### config.mk
export PLATFORM = sky130hd
export DESIGN_NAME = conv_3x3_sched_ctrl
export DESIGN_NICKNAME = d
export VERILOG_FILES = /design/src/rtl/conv_3x3_sched_ctrl.sv
export SDC_FILE = /design/constraint.sdc
export NUM_CORES = 1
export LEC_CHECK = 0
export ABC_AREA = 1
export CAP_MARGIN = 20
export CORE_ASPECT_RATIO = 0.6
export CORE_UTILIZATION = 48
export CTS_CLUSTER_DIAMETER = 150
export DETAILED_ROUTE_END_ITERATION = 7
export PLACE_DENSITY = 0.84
export SYNTH_ARGS = -nofsm -noshare
export SYNTH_HDL_FRONTEND = slang
export SYNTH_SLANG_ARGS = --single-unit
### constraint.sdc
create_clock -name clk -period 8.5 [get_ports clk]
set_clock_uncertainty 0.1 [all_clocks]
set_input_delay 1.275 -clock clk [delete_from_list [all_inputs] [get_ports clk]]
set_output_delay 1.275 -clock clk [all_outputs]
set_load 0.01 [all_outputs]
### src/rtl/conv_3x3_sched_ctrl.sv
// Pass sequencer for a 3x3 conv core: per (output ch, input ch) pass it accepts
// KERNEL_SIZE weights, then one pixel plane, and forwards both as registered strobes.
module conv_3x3_sched_ctrl #(
  parameter int DATA_WIDTH      = 32,
  parameter int IMAGE_WIDTH     = 32,
  parameter int IMAGE_HEIGHT    = 32,
  parameter int CHANNEL_NUM_IN  = 128,
  parameter int CHANNEL_NUM_OUT = 128,
  parameter int KERNEL_SIZE     = 9,
  localparam int CI_W = (CHANNEL_NUM_IN  > 1) ? $clog2(CHANNEL_NUM_IN)  : 1,
  localparam int CO_W = (CHANNEL_NUM_OUT > 1) ? $clog2(CHANNEL_NUM_OUT) : 1
) (
  input  logic                  clk,
  input  logic                  reset,
  input  logic                  start,
  input  logic                  src_pxl_valid,
  input  logic [DATA_WIDTH-1:0] src_pxl_data,
  output logic                  src_pxl_ready,
  input  logic                  src_wgt_valid,
  input  logic [DATA_WIDTH-1:0] src_wgt_data,
  output logic                  src_wgt_ready,
  output logic                  conv_valid_in,
  output logic [DATA_WIDTH-1:0] conv_pxl_in,
  output logic                  conv_valid_w,
  output logic [DATA_WIDTH-1:0] conv_weight_in,
  output logic [CI_W-1:0]       ch_in_idx,
  output logic [CO_W-1:0]       ch_out_idx,
  output logic                  last_in_ch,
  output logic                  busy,
  output logic                  done
);

  localparam int IMAGE_SIZE = IMAGE_WIDTH * IMAGE_HEIGHT;
  localparam int WC_W = (KERNEL_SIZE > 1) ? $clog2(KERNEL_SIZE) : 1;
  localparam int PC_W = (IMAGE_SIZE  > 1) ? $clog2(IMAGE_SIZE)  : 1;

  localparam logic [WC_W-1:0] WGT_LAST = WC_W'(KERNEL_SIZE - 1);
  localparam logic [PC_W-1:0] PXL_LAST = PC_W'(IMAGE_SIZE - 1);
  localparam logic [CI_W-1:0] CI_LAST  = CI_W'(CHANNEL_NUM_IN - 1);
  localparam logic [CO_W-1:0] CO_LAST  = CO_W'(CHANNEL_NUM_OUT - 1);

  typedef enum logic [2:0] {IDLE, LOAD_W, STREAM, NEXT, FIN} state_t;

  state_t          state;
  logic [WC_W-1:0] wgt_cnt;
  logic [PC_W-1:0] pxl_cnt;
  logic            wgt_xfer;
  logic            pxl_xfer;

  // Readies decode the state register only, so valid never reaches ready combinationally.
  assign src_wgt_ready = (state == LOAD_W);
  assign src_pxl_ready = (state == STREAM);
  assign wgt_xfer      = src_wgt_valid & src_wgt_ready;
  assign pxl_xfer      = src_pxl_valid & src_pxl_ready;
  assign busy          = (state != IDLE);
  assign done          = (state == FIN);
  assign last_in_ch    = (ch_in_idx == CI_LAST);

  always_ff @(posedge clk or posedge reset) begin
    if (reset) begin
      state      <= IDLE;
      wgt_cnt    <= '0;
      pxl_cnt    <= '0;
      ch_in_idx  <= '0;
      ch_out_idx <= '0;
    end else begin
      case (state)
        IDLE: begin
          if (start) state <= LOAD_W;
        end
        LOAD_W: begin
          if (wgt_xfer) begin
            if (wgt_cnt == WGT_LAST) begin
              wgt_cnt <= '0;
              state   <= STREAM;
            end else begin
              wgt_cnt <= wgt_cnt + 1'b1;
            end
          end
        end
        STREAM: begin
          if (pxl_xfer) begin
            if (pxl_cnt == PXL_LAST) begin
              pxl_cnt <= '0;
              state   <= NEXT;
            end else begin
              pxl_cnt <= pxl_cnt + 1'b1;
            end
          end
        end
        NEXT: begin
          wgt_cnt <= '0;
          pxl_cnt <= '0;
          if (ch_in_idx != CI_LAST) begin
            ch_in_idx <= ch_in_idx + 1'b1;
            state     <= LOAD_W;
          end else begin
            ch_in_idx <= '0;
            if (ch_out_idx != CO_LAST) begin
              ch_out_idx <= ch_out_idx + 1'b1;
              state      <= LOAD_W;
            end else begin
              state <= FIN;
            end
          end
        end
        FIN: begin
          state      <= IDLE;
          ch_in_idx  <= '0;
          ch_out_idx <= '0;
        end
        default: state <= IDLE;
      endcase
    end
  end

  always_ff @(posedge clk or posedge reset) begin
    if (reset) begin
      conv_valid_w   <= 1'b0;
      conv_valid_in  <= 1'b0;
      conv_weight_in <= '0;
      conv_pxl_in    <= '0;
    end else begin
      conv_valid_w  <= wgt_xfer;
      conv_valid_in <= pxl_xfer;
      if (wgt_xfer) conv_weight_in <= src_wgt_data;
      if (pxl_xfer) conv_pxl_in    <= src_pxl_data;
    end
  end

endmodule

==> run metrics <==
first-pass GRT wire length 16,600 um; simple-gate area share of the yosys netlist 0.305; synth-to-layout area growth 46.0%; via count 3,908; Final Non-Filler Cells 770; crit path kind reg2out; layout cells sized above 1 0.0471; pre-CTS WS 5.10 ns; FILL cells 611; Area contributors post-synth dfrtp_1 (58%), nand2_1 (22%), nand3_1 (3.7%); post-synthesis mux area share 0; Max FO, Critical Path 5; CP Launch Point ch_in_idx[0]; core footprint approximately 8500 um2; Rows 26; CTS H-Tree Depth 3; gr ovfl total 0; M2 GR Usage 0.375; Max Root-Sink Buffers 2; FF-to-FF Start state[2]; Clock transition at path regs 0.06 ns; Clock Latency Late Sink 0.34 ns; post-synth top area cell dfrtp_1; Hold Path End conv_weight_in[9]; Post-synth EDFFs 0; crit end category output pin; status finished clean; R2R depth 6; Pre-antenna DRT Iters 5; Post-CTS Setup Inserts 0; hold path cells 2; flop2flop setup slack 6.25 ns; Layout Nets roughly 730; Startpoint Class flip-flop; routability congestion estimate 0.853; GRT Max-Usage Layer met2; Starting Density 0.495; Seq/Total Area, Yosys 0.578; gr usage total 0.237; drt wl/cell between 10 and 15 um; met1 usage 0.321; TritonCTS clock tree done; Crit path arrival time 1.90 ns; vias in the first global route roughly 3,500; Min-Delay Startpoint conv_weight_in[9]; crit path time final 3.28 ns; WP data required approximately 7.1 ns; Post-synth top flop dfrtp_1; Synth Area in Adders 0.0149; number of buffers created by CTS 9; Cells after Synth 502; met3 Usage GRT 0.0644; setup_tns 0 ns; hold-fix buffers at CTS 0; Ys Warns 0; largest family of logic cells by synthesized area simple AND/OR/NAND/NOR gates; HPWL after DPL 7420 um; Mapped Area approximately 4200 um2; Ports 154; final setup vio count 0; IR drop worst, VDD 0.177 mV; maxcap violations 0; share of the synthesized area in the top cell type 0.578; Inserted Diodes 0; placed insts 755; largest net degree at the start of global routing 52; CTS resizes 0; DRT Wirelength 10,800 um; Reg-to-Reg End conv_pxl_in[8]; DRC viols 0; Rel. slew slack 0.470; number of port buffers 153; initial antenna violation count 0; post-route setup slack 5.22 ns; Iteration-0 DRC Markers 233; Die Wd 123 um; PD cells 336 nW/um2; Max Freq roughly 300 MHz; Vias/cell between 5 and 6; xor and xnor area share after synthesis 0.0104; Synthesized Nets between 500 and 600; Min-Delay Path Class reg2reg; post-synthesis async set-or-reset flop share 1.00; Final Max Slew Viols 0; leak pwr 3.03 nW; Synth Area in Compound Gates 0.0408; ANT nets after route 0; Cell variety after synth 28; clk sink count 97; die height 74.5 um; CTS Root Cell clkbuf_16; RSZ-0062 raised after global routing no; die area 9140 um2; Final Hold Viols 0; Tightest Pin Transition 0.794 ns; Mean Syn Cell Area 8.37 um2; period utilization 0.386; Synth Register Bits 97
## kinds of logic (layout without fill, tap and decap cells)
group	after synthesis	count (layout)
xor gates and xnor gates	5	5
buffers and inverters	47	203
adders and majority gates	5	5
AOI/OAI and AO/OA	32	32
DFF	97	97
and+or+nand+nor	316	316
## metrics by stage
step	hold slack, ns	total power (W)	instance area, um2	util
global route	0.389	0.00220	6130	0.722
CTS	0.373	0.00207	6130	0.722
finish	0.368	0.00206	6130	0.722
global placement	0.353	0.00157	5800	0.683
floorplan	0.385	0.00116	4200	-
detailed placement	0.357	0.00161	5800	0.683
## layer usage
metal | vias to the layer above | routed length, um
met5 | - | 0
met4 | 0 | 112
met3 | 12 | 823
met2 | 171 | 5000
met1 | 1861 | 4860
li1 | 1864 | -
## layout by cell type (no fill, tap or decap)
cell             Yosys  final
bufinv_16            0      3
a21oi_1             11     11
o21ai_0             14     14
nand3_1             31     31
xnor2_1              1      1
clkdlybuf4s50_1      0    153
inv_2                4      4
nor2_4               2      2
a22o_1               1      1
dfrtp_1             97     97
or2_2                3      3
clkinv_2             0      1
clkbuf_1             2      1
a31oi_1              1      1
xor2_1               4      4
nand3b_1             2      2
nand2_1            248    248
and2_1               1      1
nor2_2               0      1
inv_6                0      1
ha_1                 5      5
a22oi_1              1      1
buf_4                2      2
nand3_4              1      1
clkbuf_16            0      9
nor2_1              24     23
nand4_1              1      1
nor3_1               1      1
o21ai_2              1      1
nand2_2              2      2
o21ai_1              3      3
inv_1               29     28
inv_4                0      1
## where the power goes
group | leakage (nW) | total, W | internal [W] | switching, W
clock | 0.163 | 0.000456 | 0.000287 | 0.000169
sequential | 1.24 | 0.000780 | 0.000647 | 0.000133
combinational | 1.63 | 0.000827 | 0.000424 | 0.000403
## flip-flops by register name, indices dropped and copies added, names as in the netlist
name and count:
conv_valid_in 1, ch_out_idx 7, state 3, conv_weight_in 32, ch_in_idx 7, conv_valid_w 1, pxl_cnt 10, wgt_cnt 4
conv_pxl_in 32
## synthesized netlist by cell type, types with 2 or more instances
master and instances:
inv_1 29, nand2_2 2, buf_6 3, nand2_1 248, nand3b_1 2, nor2_4 2, inv_2 4, a21oi_1 11
or2_2 3, nand3_1 31, clkbuf_1 2, dfrtp_1 97, buf_2 7, o21ai_1 3, buf_4 2, o21ai_0 14
xor2_1 4, nor2_1 24, ha_1 5
## worst max-delay path, cell delays in order, from the launching register on
cell	delay [ns]
dfrtp_1	0.42
ha_1	0.21
nand3_1	0.14
nor2_1	0.22
clkdlybuf4s50_1	0.58
## cell type report
| type | instances | area, um2 | area share |
|---|---|---|---|
| Clock buffer | 10 | 229 | 0.0373 |
| Timing Repair Buffer | 155 | 1550 | 0.252 |
| Multi-Input combinational cell | 358 | 1560 | 0.254 |
| Sequential cell | 97 | 2430 | 0.396 |
| Inverter | 33 | 126 | 0.0206 |
| Tap cell | 112 | 140 | 0.0228 |
| Clock inverter | 5 | 104 | 0.0169 |
## how the worst max path moves through the flow
stage	slack, ns	depth (start not counted)	endpoint
2_1_floorplan	4.59	1	ch_in_idx[0]
3_3_place_gp	5.18	6	conv_pxl_in[5]
3_5_place_dp	5.10	6	conv_pxl_in[24]
4_1_cts	5.21	4	done
5_1_grt	5.12	4	done
6_report	5.22	4	last_in_ch
Power figures use the tool's default switching activity.
